===== config.mk =====
export PLATFORM = sky130hd
export DESIGN_NAME = lvds_sram_writer
export DESIGN_NICKNAME = d
export VERILOG_FILES = /design/src/rtl/lvds_sram_writer.sv
export SDC_FILE = /design/constraint.sdc
export NUM_CORES = 1
export LEC_CHECK = 0
export CAP_MARGIN = 20
export CORE_AREA = 5 5 99 101
export DETAILED_ROUTE_END_ITERATION = 10
export DIE_AREA = 0 0 104 106
export PLACE_DENSITY = 0.79
export SLEW_MARGIN = 40
export SYNTH_ARGS = -nofsm -noshare
export SYNTH_HDL_FRONTEND = slang
export SYNTH_SLANG_ARGS = --single-unit

===== constraint.sdc =====
create_clock -name clk -period 4.95 [get_ports clk]
set_input_delay 0.495 -clock clk [delete_from_list [all_inputs] [get_ports clk]]
set_output_delay 0.495 -clock clk [all_outputs]
set_load 0.005 [all_outputs]

===== src/rtl/lvds_sram_writer.sv =====
// lvds_sram_writer
//   Fabric-side producer for the HPS-shared on-chip SRAM slave port (s2).
//   Pairs of deserialised LVDS samples are packed into 32-bit words and written
//   into a two-bank ping-pong buffer. Each completed bank is reported through
//   the 6-bit SRAM flag PIO. Capture is gated by the HPS enable PIO.
//
//   Optional build macro: LVDS_SRAM_TEST_PATTERN_EN
//     Adds pattern_sel. While it is high, sample data is replaced by a counter
//     and any valid sample in WAIT_SOF is treated as start of frame.
//
// Ports
//   clk              in   360 MHz PLL clock, single clock domain
//   reset            in   asynchronous, active-high reset
//   en               in   capture enable from HPS PIO (synchronised here)
//   sample_valid     in   sample_data / sample_sof valid this cycle
//   sample_data      in   deserialised LVDS sample
//   sample_sof       in   first sample of a frame
//   pattern_sel      in   (macro only) select counter test pattern
//   sram_address     out  s2 word address
//   sram_chipselect  out  s2 chipselect
//   sram_clken       out  s2 clock enable
//   sram_write       out  s2 write strobe (one cycle per word)
//   sram_writedata   out  packed word {second sample, first sample}
//   sram_byteenable  out  s2 byte enables
//   sram_flag        out  [0] last bank done, [1] done toggle, [5:2] done count
//   overflow         out  sticky: a word completed while a write was still pending
//   fsm_state        out  debug view of the FSM (0 IDLE, 1 WAIT_SOF, 2 WRITE)
//
// Handshake: a sample is taken on every clock where sample_valid is high and
// the FSM is willing to accept it; there is no ready, the source never stalls.
// s2 has zero wait states, so a write strobe is always accepted the cycle it
// is presented.
module lvds_sram_writer #(
    parameter int ADDR_W      = 14,
    parameter int BANK_WORDS  = 8192,
    parameter int SAMPLE_W    = 16,
    parameter int SYNC_STAGES = 2
) (
    input  logic                clk,
    input  logic                reset,
    input  logic                en,
    input  logic                sample_valid,
    input  logic [SAMPLE_W-1:0] sample_data,
    input  logic                sample_sof,
`ifdef LVDS_SRAM_TEST_PATTERN_EN
    input  logic                pattern_sel,
`endif
    output logic [ADDR_W-1:0]   sram_address,
    output logic                sram_chipselect,
    output logic                sram_clken,
    output logic                sram_write,
    output logic [31:0]         sram_writedata,
    output logic [3:0]          sram_byteenable,
    output logic [5:0]          sram_flag,
    output logic                overflow,
    output logic [1:0]          fsm_state
);

    typedef enum logic [1:0] {
        IDLE     = 2'd0,
        WAIT_SOF = 2'd1,
        WRITE    = 2'd2
    } state_t;

    state_t                 state_q;
    logic [SYNC_STAGES-1:0] en_sync_q;
    logic                   en_s;
    logic                   half_q;
    logic [SAMPLE_W-1:0]    low_q;
    logic [ADDR_W-1:0]      addr_q;
    logic [ADDR_W-1:0]      sram_address_q;
    logic                   wr_q;
    logic [31:0]            wdata_q;
    logic                   clken_q;
    logic [5:0]             flag_q;
    logic                   ovf_q;

    logic [SAMPLE_W-1:0]    data_d;
    logic                   sof_d;
    logic                   accept_d;
    logic                   bank_done_d;

    assign en_s = en_sync_q[SYNC_STAGES-1];

`ifdef LVDS_SRAM_TEST_PATTERN_EN
    logic [SAMPLE_W-1:0] pat_cnt_q;

    assign data_d = pattern_sel ? pat_cnt_q : sample_data;
    assign sof_d  = pattern_sel | sample_sof;

    // Counter restarts whenever a new capture is armed, so every pattern
    // frame begins at 0 in the low half of address 0.
    always_ff @(posedge clk or posedge reset) begin
        if (reset) begin
            pat_cnt_q <= '0;
        end else if (state_q == IDLE && en_s) begin
            pat_cnt_q <= '0;
        end else if (accept_d) begin
            pat_cnt_q <= pat_cnt_q + SAMPLE_W'(1);
        end
    end
`else
    assign data_d = sample_data;
    assign sof_d  = sample_sof;
`endif

    // A sample is consumed on a start-of-frame in WAIT_SOF, or any valid
    // sample in WRITE; samples in the cycle en_s drops are discarded.
    assign accept_d = sample_valid && en_s &&
                      ((state_q == WAIT_SOF && sof_d) || state_q == WRITE);

    // Low ADDR_W-1 bits all ones marks the last word of either bank.
    assign bank_done_d = (sram_address_q[ADDR_W-2:0] == (ADDR_W-1)'(BANK_WORDS-1));

    always_ff @(posedge clk or posedge reset) begin
        if (reset) begin
            state_q        <= IDLE;
            en_sync_q      <= '0;
            half_q         <= 1'b0;
            low_q          <= '0;
            addr_q         <= '0;
            sram_address_q <= '0;
            wr_q           <= 1'b0;
            wdata_q        <= '0;
            clken_q        <= 1'b0;
            flag_q         <= '0;
            ovf_q          <= 1'b0;
        end else begin
            clken_q   <= 1'b1;
            en_sync_q <= {en_sync_q[SYNC_STAGES-2:0], en};
            wr_q      <= 1'b0;

            // Flag update trails the strobe of the bank's last word by one
            // cycle and is independent of the FSM, so a write already
            // launched when en_s falls still reports its bank.
            if (wr_q && bank_done_d) begin
                flag_q <= {flag_q[5:2] + 4'd1, ~flag_q[1], sram_address_q[ADDR_W-1]};
            end

            case (state_q)
                IDLE: begin
                    half_q <= 1'b0;
                    addr_q <= '0;
                    if (en_s) begin
                        state_q <= WAIT_SOF;
                    end
                end
                WAIT_SOF: begin
                    if (!en_s) begin
                        state_q <= IDLE;
                    end else if (accept_d) begin
                        low_q   <= data_d;
                        half_q  <= 1'b1;
                        state_q <= WRITE;
                    end
                end
                WRITE: begin
                    if (!en_s) begin
                        // Abort: the pending half word is dropped.
                        state_q <= IDLE;
                        half_q  <= 1'b0;
                        addr_q  <= '0;
                    end else if (accept_d) begin
                        if (!half_q) begin
                            low_q  <= data_d;
                            half_q <= 1'b1;
                        end else begin
                            wr_q           <= 1'b1;
                            wdata_q        <= {data_d, low_q};
                            sram_address_q <= addr_q;
                            addr_q         <= addr_q + ADDR_W'(1);
                            half_q         <= 1'b0;
                            // A new word while the previous strobe is still
                            // out would need a second write slot we lack.
                            if (wr_q) begin
                                ovf_q <= 1'b1;
                            end
                        end
                    end
                end
                default: begin
                    state_q <= IDLE;
                end
            endcase
        end
    end

    assign sram_address    = sram_address_q;
    assign sram_write      = wr_q;
    assign sram_chipselect = wr_q;
    assign sram_byteenable = {4{wr_q}};
    assign sram_writedata  = wdata_q;
    assign sram_clken      = clken_q;
    assign sram_flag       = flag_q;
    assign overflow        = ovf_q;
    assign fsm_state       = state_q;

endmodule


==> Word-level counts from Yosys, hierarchy flattened <==
Index checks and enable logic that the tools add are counted.
{ "word_totals": {"word_cells": 67, "out_inout_bits": 62, "mem_bits_rw": 0, "regBits": 90, "input_bits": 21, "latch_bits": 0, "mem_count": 0, "romBits": 0} }
{ "classes": {"n_addsub": 2, "magnitude_cmp": 0, "bitwise": 1, "reduce_logical": 15, "eq_ne": 13, "n_mux": 25, "div_mod_pow": 0, "shifts": 0, "n_mul": 0} }
{ "ops": {"columns": ["cell", "count"], "rows": [
  ["2-to-1 mux 16 bit", 5],
  ["2-to-1 mux 14 bit", 3],
  ["case mux 16 bit (2 select lines)", 1],
  ["case mux 14 bit (2 select lines)", 1],
  ["adder 14 x 1 -> 14 bit, second input constant", 1],
  ["inequality test 2 bit, second input constant", 7],
  ["equality test 13 bit, second input constant", 1],
  ["2-to-1 mux 1 bit", 9],
  ["inequality test 3 bit, second input constant", 3],
  ["2-to-1 mux 2 bit", 4],
  ["AND reduction 4 bit", 2],
  ["case mux 2 bit (3 select lines)", 1],
  ["AND reduction 3 bit", 2],
  ["AND reduction 6 bit", 1],
  ["AND reduction 5 bit", 1],
  ["adder 4 x 1 -> 4 bit, second input constant", 1],
  ["logical AND 1 bit", 4],
  ["nonzero test 2 bit", 2],
  ["case mux 1 bit (3 select lines)", 1],
  ["nonzero test 3 bit", 1],
  ["equality test 2 x 1 -> 1 bit, second input constant", 1],
  ["equality test 2 bit, second input constant", 1],
  ["zero test 2 bit", 1],
  ["logical OR 1 bit", 1],
  ["inverter 1 bit", 1]
]} }

==> Depth between registers and ports, before layout <==
{ "depth": {"word_depth": 7, "mapped_depth": 9, "ltp_nobuf": 7} }

==> Worst setup path before layout <==
OpenSTA, ideal clock, no wires.
{ "synth_timing": {"kind": "reg2reg", "start": "register state_q[0], in the netlist fsm_state[0]", "end": "register addr_q[13]", "t_required_ns": 4.873, "setup_slack_ns": 2.888, "setup_ns": 0.077, "n_path_buf": 0, "arrival_time_ns": 1.985, "stages_incl_launch_ff": 7, "cell_sequence": "dfrtp_1 -> inv_1 -> ha_1 -> and2_1 -> a2111o_1 -> or4_1 -> a21oi_1"} }
{ "synth_between": {"elab_chain_len": 6} }
{ "synth_lines": {"columns": ["item", "line", "rtl"], "rows": [
  ["from (decl)", "65", "state_t state_q;"],
  ["from (signal assigned)", "117", "state_q <= IDLE;"],
  ["from (signal assigned)", "145", "state_q <= WAIT_SOF;"],
  ["from (signal assigned)", "150", "state_q <= IDLE;"],
  ["equality test 2 x 1 -> 1 bit", "110", "((state_q == WAIT_SOF && sof_d) || state_q == WRITE);"],
  ["logical AND 1 bit", "110", null],
  ["logical OR 1 bit", "110", null],
  ["logical AND 1 bit", "109", "assign accept_d = sample_valid && en_s &&"],
  ["inequality test 3 bit (no source line)", null, null],
  ["AND reduction 3 bit (no source line)", null, null],
  ["to (signal assigned)", "171", "addr_q <= addr_q + ADDR_W'(1);"],
  ["to (decl)", "70", "logic [ADDR_W-1:0] addr_q;"]
]} }
Parallel ways exist; a longest one is shown, timed or not.
A chain may end at the register's enable or synchronous reset.

==> Worst setup path in the final report <==
{ "layout_timing": {"start": "register state_q[0], in the netlist fsm_state[0]", "end": "register sram_address_q[3], in the netlist sram_address[3]"} }
{ "layout_between": {"elab_chain_len": 5} }
{ "layout_lines": {"columns": ["item", "line", "rtl"], "rows": [
  ["equality test 2 x 1 -> 1 bit", "110", null],
  ["logical AND 1 bit", "110", null],
  ["logical OR 1 bit", "110", null],
  ["logical AND 1 bit", "109", null],
  ["AND reduction 4 bit (no source line) (*)", null, null],
  ["to (signal assigned)", "170", "sram_address_q <= addr_q;"],
  ["to (decl)", "71", "logic [ADDR_W-1:0] sram_address_q;"]
]} }
Mark *: on every way between the ends. The rest lies on a longest branch, timed or not.

==> results_dict.tcl <==
set metrics [dict create \
    worstSetupPathType "reg -> reg" \
    vias 2761 \
    path_max_fanout 51 \
    p_leak_uw 0.00225 \
    ant_nets 0 \
    slew_violations 0 \
    grt.overflow.total 0 \
    yosys_warnings 0 \
    met2_length_mm 4.10 \
    fin_nets 468 \
    finClkSkew_ps 15.8 \
    synthCells 364 \
    fp.dieArea_sq_um 11000 \
    die_w_um 104 \
    cp.arrival_ps 2840 \
    cts_buffers 9 \
    met3WireLength_um 333 \
    drt-total-wl_mm 7.96 \
    antenna_found_initial 0 \
    wire_per_inst_um 14.3 \
    setup_viol 0 \
    regArea_sq_um 2250 \
    final_area_sq_um 4790 \
    p_sw_uw 490 \
    p_int_uw 1290 \
    grt_max_degree 52 \
    power_density_nw_per_um2 371 \
    p_comb_share_pct 19.9 \
    max_freq_ghz 0.391 \
    start_kind "flop" \
    cts_buffer_depth 2 \
    grt_pass1_wl_mm 13.3 \
    fillers 770 \
    dp_cells 541 \
    peakVddDrop_mv 0.197 \
    synth_flop_cell "dfrtp_1" \
    fin_crit_ps 2560 \
    std_cell_rows 35 \
    syn_nets 391 \
    place_area_sq_um 4590 \
    drv_cap 0 \
    endpoint_kind "flop" \
    p_sw_share_pct 27.6 \
    post_cts_resized 0 \
    tns_ps 0 \
    core_area_sq_um 8930 \
    hold_class "reg -> reg" \
    hold_buffers 0 \
    diodes 0 \
    finalNonFillerCells 557 \
    ys_ff_latch 90 \
    wl_met1_mm 3.42 \
    clockRootBuffer "clkbuf_8" \
    synth_edf_count 0 \
    port_buffers 82 \
    seq_area_frac_synth_pct 61.1 \
    cts_tree "yes" \
    slew_headroom_pct 49.1 \
    synth_commonest_cells "nand2_1, dfrtp_1, mux2_2" \
    yosys.area.top_type "dfrtp_1" \
    synth.area.top_cells "dfrtp_1, nand2_1, mux2_2" \
    clk_latency_ps 360 \
    clk_pin_slew_ps 90 \
    p_seq_share_pct 51.9 \
    grt_pass1_vias 2688 \
    drt_pass1_iterations 4 \
    status "finished clean" \
    io_pins 83 \
    synth_area_sq_um 3680 \
    cts_max_level 3 \
    period_share_pct 51.7 \
    area_growth_pct 30.2 \
    via_per_inst 4.96 \
    async_reset_ff_share_pct 100 \
    multi_input_area_sq_um 1340 \
    clockPowerShare_pct 28.2 \
    dp_hpwl_mm 5.59 \
    syn_avg_cell_area_sq_um 10.1 \
    synth_cell_types 35 \
    die_h_um 106 \
    tightest_slew_ps 760 \
    top_layer "met4" \
    synth.top_cell.area_share_pct 61.1 \
    routabilityCongestion 0.846 \
    synthMostInstantiatedCell "nand2_1" \
    cts_setup_buffers 0 \
    start_util_pct 41.2 \
    cp.required_ps 5230 \
    cts_sinks 90 \
    rsz0062_at_grt "no" \
    drive_above_1_share_pct 9.64 \
    grt_util_all_layers_pct 14.7 \
    hold_violations 0 \
    drc_errors 0 \
    first_iter_violations 157 \
]
[sequential cells by signal (all words and copies together) (netlist names)]
name             flops
addr_q              14
en_sync_q            2
fsm_state            2
half_q               1
low_q               16
overflow             1
sram_address        14
sram_chipselect      1
sram_clken           1
sram_flag            6
sram_writedata      32
[worst paths after layout]
kind	start	endpoint	slack [ps]	cells past startpoint
max	fsm_state[0]$_DFFE_PP0P_	sram_address[3]$_DFFE_PP0P_	2390	8
min	en_sync_q[0]$_DFF_PP0_	en_sync_q[1]$_DFF_PP0_	350	0
max reg2reg	fsm_state[0]$_DFFE_PP0P_	sram_address[3]$_DFFE_PP0P_	2390	8
min reg2reg	en_sync_q[0]$_DFF_PP0_	en_sync_q[1]$_DFF_PP0_	350	0
max in group asynchronous	reset	sram_address[11]$_DFFE_PP0P_	3420	3
min in group asynchronous	reset	sram_writedata[18]$_DFFE_PP0P_	540	2
[cell usage in the layout (no fill, tap or decap), types with 2 or more instances in the layout]
| master | synthesis | final |
|---|---|---|
| a211oi_1 | 2 | 2 |
| clkbuf_8 | 0 | 9 |
| ha_1 | 6 | 6 |
| a21o_1 | 2 | 2 |
| buf_4 | 5 | 2 |
| clkinvlp_4 | 0 | 2 |
| nand3_1 | 5 | 4 |
| mux2_2 | 18 | 18 |
| o21ai_0 | 14 | 14 |
| inv_6 | 0 | 2 |
| nand4_1 | 5 | 5 |
| clkdlybuf4s50_1 | 0 | 82 |
| inv_1 | 7 | 6 |
| or4_1 | 3 | 3 |
| nor2_1 | 9 | 9 |
| o31ai_1 | 4 | 4 |
| xnor2_1 | 7 | 7 |
| xor2_1 | 2 | 2 |
| dfrtp_1 | 90 | 90 |
| or3_1 | 4 | 4 |
| nand2_1 | 143 | 143 |
| a21oi_1 | 11 | 10 |
[final cells by class]
class | count | share of cell area, %
Tap cell | 111 | 2.90
Multi-Input combinational cell | 248 | 27.8
Clock buffer | 9 | 2.58
Sequential cell | 90 | 47.0
Clock inverter | 7 | 1.59
Timing Repair Buffer | 84 | 17.4
Inverter | 8 | 0.678
[worst max-delay path, stage by stage (launching register included)]
cell and delay (ps):
dfrtp_1 430, inv_1 100, ha_1 290, and2_1 390, nand3_2 110, buf_4 290, inv_2 610, nand2_1 160
nand2_1 80
[kinds of logic after synthesis]
| kind of cell | Yosys count | share of synthesized area [%] |
|---|---|---|
| AOI/OAI and AO/OA | 39 | 6.49 |
| buffers and inverters | 26 | 3.23 |
| xor gates and xnor gates | 9 | 2.14 |
| muxes | 18 | 5.50 |
| other | 1 | 0.102 |
| DFF | 90 | 61.1 |
| adders and majority gates | 6 | 2.04 |
| and+or+nand+nor | 175 | 19.4 |
[power by group through the flow]
stage / logic [uW] / clock network [uW] / registers [uW]
2_1_floorplan: 188 / 0 / 925
3_3_place_gp: 338 / 0 / 930
4_1_cts: 360 / 515 / 923
6_report: 354 / 502 / 922
5_1_grt: 390 / 548 / 937
3_5_place_dp: 355 / 0 / 936
[metrics by stage]
| step | utilization [%] | setup WS, ps | hold slack, ps | power, uW |
|---|---|---|---|---|
| after floorplan | - | 2120 | 331 | 1110 |
| after global placement | 51.3 | 2460 | 335 | 1270 |
| after detailed placement | 51.4 | 2400 | 338 | 1290 |
| after global routing | 53.7 | 2120 | 360 | 1870 |
| final | 53.7 | 2390 | 354 | 1780 |
| after CTS | 53.7 | 2390 | 358 | 1800 |
[metal layers]
metal  up-vias  GRT usage, %
met4         0          4.44
met2        57          24.5
met1      1360          18.7
met3         6          3.89
met5         -             0
li1       1338             -
Note: power is estimated with default switching activity, not from simulation.
